`config.mk`:
```
export PLATFORM = sky130hd
export DESIGN_NAME = fp_mult_approx_pipe_flat
export DESIGN_NICKNAME = d
export VERILOG_FILES = /design/src/rtl/fp_mult_pkg.sv /design/src/rtl/fp_mult_approx_pipe_if.sv /design/src/rtl/drum_mant_mult.sv /design/src/rtl/fp_mult_approx_pipe.sv /design/src/flat_wrapper.sv
export SDC_FILE = /design/constraint.sdc
export NUM_CORES = 2
export LEC_CHECK = 0
export ABC_AREA = 1
export ABC_CLOCK_PERIOD_IN_PS = 6140
export BUFFER_PORTS_ARGS = -buffer_cell sky130_fd_sc_hd__buf_2
export CAP_MARGIN = 10
export CORE_UTILIZATION = 30
export CTS_CLUSTER_SIZE = 20
export DETAILED_ROUTE_END_ITERATION = 7
export GPL_ROUTABILITY_DRIVEN = 1
export PLACE_DENSITY_LB_ADDON = 0.15
export SLEW_MARGIN = 20
export SYNTH_ARGS = -nofsm -noshare
export SYNTH_HDL_FRONTEND = slang
export SYNTH_HIERARCHICAL = 1
export SYNTH_SLANG_ARGS = --single-unit
export TNS_END_PERCENT = 50
```
`constraint.sdc`:
```
create_clock -name clk -period 6.14 [get_ports clk]
set_input_delay 0.307 -clock clk [delete_from_list [all_inputs] [get_ports clk]]
set_output_delay 0.307 -clock clk [all_outputs]
set_load 0.03 [all_outputs]
```
`src/rtl/fp_mult_pkg.sv`:
```
// Shared widths, encodings and the unpacked-operand type for the approximate FP multiplier.
package fp_mult_pkg;

  localparam int FP_EXP_W  = 8;
  localparam int FP_MAN_W  = 23;
  localparam int FP_DRUM_K = 8;
  localparam int FP_W      = 1 + FP_EXP_W + FP_MAN_W;
  localparam int FP_BIAS   = (1 << (FP_EXP_W - 1)) - 1;

  localparam logic [FP_W-1:0] FP_QNAN     = {1'b0, {FP_EXP_W{1'b1}}, 1'b1, {(FP_MAN_W-1){1'b0}}};
  localparam logic [FP_W-1:0] FP_POS_INF  = {1'b0, {FP_EXP_W{1'b1}}, {FP_MAN_W{1'b0}}};
  localparam logic [FP_W-1:0] FP_POS_ZERO = '0;

  typedef struct packed {
    logic                sign;
    logic [FP_EXP_W-1:0] exp;
    logic [FP_MAN_W:0]   sig;
  } fp_unpacked_t;

endpackage

```
`src/rtl/fp_mult_approx_pipe_if.sv`:
```
// Operand/result valid-ready bundle for fp_mult_approx_pipe.
interface fp_mult_approx_pipe_if
  import fp_mult_pkg::*;
#(
  parameter int EXP_W = FP_EXP_W,
  parameter int MAN_W = FP_MAN_W
);
  localparam int W = 1 + EXP_W + MAN_W;

  logic         in_valid;
  logic         in_ready;
  logic         in_approx;
  logic [W-1:0] a_operand;
  logic [W-1:0] b_operand;
  logic         out_valid;
  logic         out_ready;
  logic [W-1:0] result;
  logic         exception;
  logic         overflow;
  logic         underflow;

  modport master (
    output in_valid, in_approx, a_operand, b_operand, out_ready,
    input  in_ready, out_valid, result, exception, overflow, underflow
  );

  modport slave (
    input  in_valid, in_approx, a_operand, b_operand, out_ready,
    output in_ready, out_valid, result, exception, overflow, underflow
  );

endinterface

```
`src/rtl/drum_mant_mult.sv`:
```
// Combinational significand multiplier: exact product or DRUM approximation on the top DRUM_K bits.
module drum_mant_mult
  import fp_mult_pkg::*;
#(
  parameter int MAN_W  = FP_MAN_W,
  parameter int DRUM_K = FP_DRUM_K
) (
  input  logic [MAN_W:0]         sig_a,
  input  logic [MAN_W:0]         sig_b,
  input  logic                   approx,
  output logic [2*(MAN_W+1)-1:0] product
);
  localparam int SW = MAN_W + 1;
  localparam int PW = 2 * SW;
  localparam int SH = 2 * (SW - DRUM_K);

  logic [DRUM_K-1:0]   ka, kb;
  logic [2*DRUM_K-1:0] kprod;
  logic [PW-1:0]       exact, apx;

  assign exact = {{SW{1'b0}}, sig_a} * {{SW{1'b0}}, sig_b};

  // Forcing the kept LSB to 1 centres the truncation error of the dropped bits.
  assign ka    = sig_a[SW-1 -: DRUM_K] | DRUM_K'(1);
  assign kb    = sig_b[SW-1 -: DRUM_K] | DRUM_K'(1);
  assign kprod = {{DRUM_K{1'b0}}, ka} * {{DRUM_K{1'b0}}, kb};
  assign apx   = PW'(kprod) << SH;

  assign product = approx ? apx : exact;

endmodule

```
`src/rtl/fp_mult_approx_pipe.sv`:
```
// Three-stage FP multiplier (unpack, significand multiply, normalise/pack) with global-stall handshake.
module fp_mult_approx_pipe
  import fp_mult_pkg::*;
#(
  parameter int EXP_W  = FP_EXP_W,
  parameter int MAN_W  = FP_MAN_W,
  parameter int DRUM_K = FP_DRUM_K
) (
  input logic                  clk,
  input logic                  rst,
  fp_mult_approx_pipe_if.slave bus
);
  localparam int W  = 1 + EXP_W + MAN_W;
  localparam int SW = MAN_W + 1;
  localparam int PW = 2 * SW;
  localparam int EW = EXP_W + 2;
  localparam logic signed [EW-1:0] BIAS = EW'((1 << (EXP_W - 1)) - 1);
  localparam logic signed [EW-1:0] EMAX = EW'((1 << EXP_W) - 2);
  localparam logic signed [EW-1:0] EMIN = EW'(1);

  function automatic logic [W-1:0] pack_result(input logic sign, input logic zero, input logic exc,
                                               input logic ovf, input logic unf,
                                               input logic [EXP_W-1:0] e, input logic [MAN_W-1:0] m);
    if (exc)              return {1'b0, {EXP_W{1'b1}}, 1'b1, {(MAN_W-1){1'b0}}};
    else if (zero || unf) return {sign, {(W-1){1'b0}}};
    else if (ovf)         return {sign, {EXP_W{1'b1}}, {MAN_W{1'b0}}};
    else                  return {sign, e, m};
  endfunction

  logic advance;
  logic vld_p0_q, vld_p1_q, vld_p2_q;

  logic [EXP_W-1:0]     exp_a, exp_b;
  logic                 sign_d, zero_d, exc_d;
  logic signed [EW-1:0] esum_d;
  logic [SW-1:0]        sig_a_d, sig_b_d;

  logic                 sign_p0_q, zero_p0_q, exc_p0_q, approx_p0_q;
  logic signed [EW-1:0] esum_p0_q;
  logic [SW-1:0]        sig_a_p0_q, sig_b_p0_q;

  logic [PW-1:0]        prod_d, prod_p1_q;
  logic                 sign_p1_q, zero_p1_q, exc_p1_q;
  logic signed [EW-1:0] esum_p1_q;

  logic                 norm;
  logic signed [EW-1:0] e_d;
  logic [MAN_W-1:0]     mant_d;
  logic                 ovf_d, unf_d;
  logic [W-1:0]         result_d, result_q;
  logic                 exc_q, ovf_q, unf_q;
  logic                 unused_prod_lsbs;

  assign advance      = !vld_p2_q || bus.out_ready;
  assign bus.in_ready = advance;

  // ---- stage 1: unpack ----
  assign exp_a   = bus.a_operand[MAN_W +: EXP_W];
  assign exp_b   = bus.b_operand[MAN_W +: EXP_W];
  assign sign_d  = bus.a_operand[W-1] ^ bus.b_operand[W-1];
  assign zero_d  = (exp_a == '0) || (exp_b == '0);
  assign exc_d   = (&exp_a) || (&exp_b);
  assign esum_d  = $signed({2'b00, exp_a}) + $signed({2'b00, exp_b}) - BIAS;
  assign sig_a_d = {1'b1, bus.a_operand[MAN_W-1:0]};
  assign sig_b_d = {1'b1, bus.b_operand[MAN_W-1:0]};

  // ---- stage 2: significand multiply ----
  drum_mant_mult #(.MAN_W(MAN_W), .DRUM_K(DRUM_K)) u_mult (
    .sig_a   (sig_a_p0_q),
    .sig_b   (sig_b_p0_q),
    .approx  (approx_p0_q),
    .product (prod_d)
  );

  // ---- stage 3: normalise and pack ----
  assign norm     = prod_p1_q[PW-1];
  assign e_d      = esum_p1_q + $signed({{(EW-1){1'b0}}, norm});
  assign mant_d   = norm ? prod_p1_q[PW-2 -: MAN_W] : prod_p1_q[PW-3 -: MAN_W];
  assign ovf_d    = !zero_p1_q && !exc_p1_q && (e_d > EMAX);
  assign unf_d    = !zero_p1_q && !exc_p1_q && (e_d < EMIN);
  assign result_d = pack_result(sign_p1_q, zero_p1_q, exc_p1_q, ovf_d, unf_d, e_d[EXP_W-1:0], mant_d);

  // Bits below the retained mantissa are truncated away.
  assign unused_prod_lsbs = ^prod_p1_q[PW-3-MAN_W:0];

  always_ff @(posedge clk) begin
    if (rst) begin
      vld_p0_q <= 1'b0;
      vld_p1_q <= 1'b0;
      vld_p2_q <= 1'b0;
      result_q <= '0;
      exc_q    <= 1'b0;
      ovf_q    <= 1'b0;
      unf_q    <= 1'b0;
    end else if (advance) begin
      vld_p0_q <= bus.in_valid;
      vld_p1_q <= vld_p0_q;
      vld_p2_q <= vld_p1_q;
      result_q <= vld_p1_q ? result_d : '0;
      exc_q    <= vld_p1_q & exc_p1_q;
      ovf_q    <= vld_p1_q & ovf_d;
      unf_q    <= vld_p1_q & unf_d;
    end
  end

  always_ff @(posedge clk) begin
    if (advance) begin
      sign_p0_q   <= sign_d;
      zero_p0_q   <= zero_d;
      exc_p0_q    <= exc_d;
      approx_p0_q <= bus.in_approx;
      esum_p0_q   <= esum_d;
      sig_a_p0_q  <= sig_a_d;
      sig_b_p0_q  <= sig_b_d;
      prod_p1_q   <= prod_d;
      sign_p1_q   <= sign_p0_q;
      zero_p1_q   <= zero_p0_q;
      exc_p1_q    <= exc_p0_q;
      esum_p1_q   <= esum_p0_q;
    end
  end

  assign bus.out_valid = vld_p2_q;
  assign bus.result    = result_q;
  assign bus.exception = exc_q;
  assign bus.overflow  = ovf_q;
  assign bus.underflow = unf_q;

endmodule

```
`src/flat_wrapper.sv`:
```
// flat-port wrapper written by rule: the top's interface ports become plain ports
module fp_mult_approx_pipe_flat import fp_mult_pkg::*;
#(
  parameter int EXP_W  = FP_EXP_W,
  parameter int MAN_W  = FP_MAN_W,
  parameter int DRUM_K = FP_DRUM_K
)
  (clk, rst, bus_in_valid, bus_in_approx, bus_a_operand, bus_b_operand, bus_out_ready, bus_in_ready, bus_out_valid, bus_result, bus_exception, bus_overflow, bus_underflow);
  fp_mult_approx_pipe_if #(.EXP_W(EXP_W), .MAN_W(MAN_W)) bus_i ();
  input logic clk;
  input logic rst;
  input wire logic [$bits(bus_i.in_valid)-1:0] bus_in_valid;
  input wire logic [$bits(bus_i.in_approx)-1:0] bus_in_approx;
  input wire logic [$bits(bus_i.a_operand)-1:0] bus_a_operand;
  input wire logic [$bits(bus_i.b_operand)-1:0] bus_b_operand;
  input wire logic [$bits(bus_i.out_ready)-1:0] bus_out_ready;
  output wire logic [$bits(bus_i.in_ready)-1:0] bus_in_ready;
  output wire logic [$bits(bus_i.out_valid)-1:0] bus_out_valid;
  output wire logic [$bits(bus_i.result)-1:0] bus_result;
  output wire logic [$bits(bus_i.exception)-1:0] bus_exception;
  output wire logic [$bits(bus_i.overflow)-1:0] bus_overflow;
  output wire logic [$bits(bus_i.underflow)-1:0] bus_underflow;
  assign bus_i.in_valid = bus_in_valid;
  assign bus_i.in_approx = bus_in_approx;
  assign bus_i.a_operand = bus_a_operand;
  assign bus_i.b_operand = bus_b_operand;
  assign bus_i.out_ready = bus_out_ready;
  assign bus_in_ready = bus_i.in_ready;
  assign bus_out_valid = bus_i.out_valid;
  assign bus_result = bus_i.result;
  assign bus_exception = bus_i.exception;
  assign bus_overflow = bus_i.overflow;
  assign bus_underflow = bus_i.underflow;
  fp_mult_approx_pipe #(.EXP_W(EXP_W), .MAN_W(MAN_W), .DRUM_K(DRUM_K)) u_core (.clk(clk), .rst(rst), .bus(bus_i));
endmodule
```
==> flow_summary.json <==
{
  "nets": 4662,
  "grt_max_degree": 62,
  "num_io_pins": 106,
  "timing.fmax_ghz": 0.1617,
  "die-area_sq_mm": 0.09344,
  "syn-cell-area_sq_mm": 0.02767,
  "worst_path_max_delay_cell": "fa_1",
  "clkTransAtPathRegs_ns": 0.08,
  "cp_max_fo": 10,
  "hpwl_um": 68240,
  "setup_slack_ns": -0.04424,
  "clk_latency_ns": 0.52,
  "grt_pass1_wl_um": 133500,
  "report.final.slew_viol_count": 0,
  "root_buffer": "clkbuf_16",
  "initial_core_util_pct": 30.23,
  "crit_type": "register to register",
  "utilization_pct": 36.53,
  "syn_inst": 3593,
  "hold_class": "input port to register",
  "crit_required_ns": 6.40,
  "yosysWarningCount": 6,
  "die_y_um": 305.7,
  "die_w_um": 305.7,
  "drt_iter0_drc": 978,
  "postRouteAntennaNets": 0,
  "track_usage_pct": 18.67,
  "cp-startpoint": "u_core/sig_a_p0_q[14]",
  "rsz0062_at_grt": "true",
  "finalWirelength_um": 83070,
  "crit_path_end_kind": "register",
  "fin_crit_ns": 6.184,
  "antenna_found_initial": 1,
  "grt_pass1_vias": 23680,
  "numCtsBuffers": 17,
  "antenna_cells": 0,
  "htree_levels": 4,
  "viasPerCell": 4.336,
  "critPathLaunchType": "register",
  "wl_per_cell_um": 16.37,
  "cp.arrival_ns": 6.44,
  "n_fill_cell": 9689,
  "gp_congestion": 0.8573,
  "rows": 111,
  "reg2reg_setup_slack_ns": -0.04,
  "grt_overflow_total": 0,
  "slew_headroom_pct": 27.65,
  "worst_slew_pin_slew_ns": 1.083,
  "violations": "negative setup slack",
  "clockBufferDepth": 2,
  "worst_r2r_path_depth": 28,
  "r2r-end": "u_core/prod_p1_q[29]",
  "fin_crit_sh_pct": 100.7,
  "skew_ns": 0.02520,
  "area_delta_synth_final_pct": 20.84,
  "cp_common_cell": "fa_1",
  "drv_cap": 0,
  "drt_drc_violations_left": 0,
  "setup_violations": 9,
  "clkSinkCount": 136,
  "syn_area_per_cell_sq_um": 7.700,
  "drive_gt1_share_pct": 15.80,
  "dr.pass1.iters": 7,
  "port_buffers": 105,
  "endpoint": "u_core/prod_p1_q[29]",
  "max_stage_delay_ns": 0.55,
  "core_area_sq_mm": 0.09152,
  "hold_viol_final": 0,
  "r2r-start": "u_core/sig_a_p0_q[14]",
  "tritoncts": "done",
  "status": "finished, violations left",
  "vias": 22000
}
## timing repair
action / CTS / global route
hold endpoints to repair: 45 / 0
gates cloned: 0 / 3
pin swaps: 67 / 55
hold buffers: 45 / 0
gates resized for setup: 143 / 69
setup endpoints to repair: 25 / 25
buffers inserted: 25 / 14
## state kept, by name, indices dropped and copies added, names as in the netlist, 10 cells and up
signal	cells
u_core/esum_p0_q	10
u_core/sig_a_p0_q	23
u_core/esum_p1_q	10
u_core/bus.result	32
u_core/sig_b_p0_q	23
u_core/prod_p1_q	25
## worst min-delay path by stage
stage                        start                    to  slack [ns]  depth (start not counted)
2_1_floorplan  u_core/esum_p0_q[0]   u_core/esum_p1_q[0]        0.40                          0
3_3_place_gp   u_core/esum_p0_q[7]   u_core/esum_p1_q[7]        0.40                          0
3_5_place_dp      u_core/sign_p0_q      u_core/sign_p1_q        0.40                          0
4_1_cts               bus_in_valid       u_core/vld_p0_q        0.02                          3
5_1_grt           bus_b_operand[0]  u_core/sig_b_p0_q[0]        0.04                          1
6_report              bus_in_valid       u_core/vld_p0_q        0.06                          3
## layout make-up
| class | count | area, sq um | area share, % |
|---|---|---|---|
| sequential | 136 | 3704 | 11.08 |
| clock buffer | 17 | 425.4 | 1.272 |
| inverter | 1100 | 4134 | 12.36 |
| multi-input combinational | 2237 | 20090 | 60.09 |
| tap | 1186 | 1484 | 4.438 |
| clock inverter | 15 | 180.2 | 0.5389 |
| timing repair buffer | 382 | 3417 | 10.22 |
## metrics by stage
stage | hold slack, ns | instance area [sq um] | instances | setup TNS, ns | worst slack (ns)
floorplan | 0.4003 | 27690 | 3600 | 0 | 0.1872
global placement | 0.4002 | 31190 | 4956 | -4.462 | -0.3111
detailed placement | 0.4045 | 31190 | 4956 | -2.757 | -0.2542
CTS | 0.01828 | 33080 | 5057 | -0.5289 | -0.07087
global route | 0.03960 | 33430 | 5073 | -6.249 | -0.3216
finish | 0.06395 | 33430 | 5073 | -0.1711 | -0.04424
## placed cells by master, fill, tap and decap left out, types with 5 or more instances in the layout
cell	instances
nand2_2	65
nand3_1	82
nor2_4	26
conb_1	8
nand3_2	24
buf_12	47
xor2_1	6
ha_4	21
clkbuf_16	19
inv_2	26
nand2_4	8
nor3_2	5
ha_1	193
fa_1	487
buf_6	17
buf_4	163
fa_2	18
inv_1	1072
nand4_1	14
buf_2	106
xnor2_1	8
nor2_2	21
inv_8	7
nor2_1	81
o21bai_1	9
nand2_1	995
a21oi_2	18
dlygate4sd3_1	45
a21oi_1	97
o21ai_0	20
edfxtp_1	98
dfxtp_1	38
## critical path, delay by kind of cell, from the launching register on
family | cells | cell delay, ns
flops | 1 | 0.38
buf+inv | 12 | 1.11
simple gates | 7 | 0.61
fa+ha+maj | 8 | 3.66
xor+xnor | 1 | 0.13
## metal layers
layer  global-route usage, %  share of wire (%)
met5                       0                  0
met4                   5.306                2.3
met3                   2.725                3.0
met2                   31.31                 48
met1                   24.89                 47
Power is not shown: default switching activity piles up to over one toggle a cycle in this logic, so the estimate is an artifact.
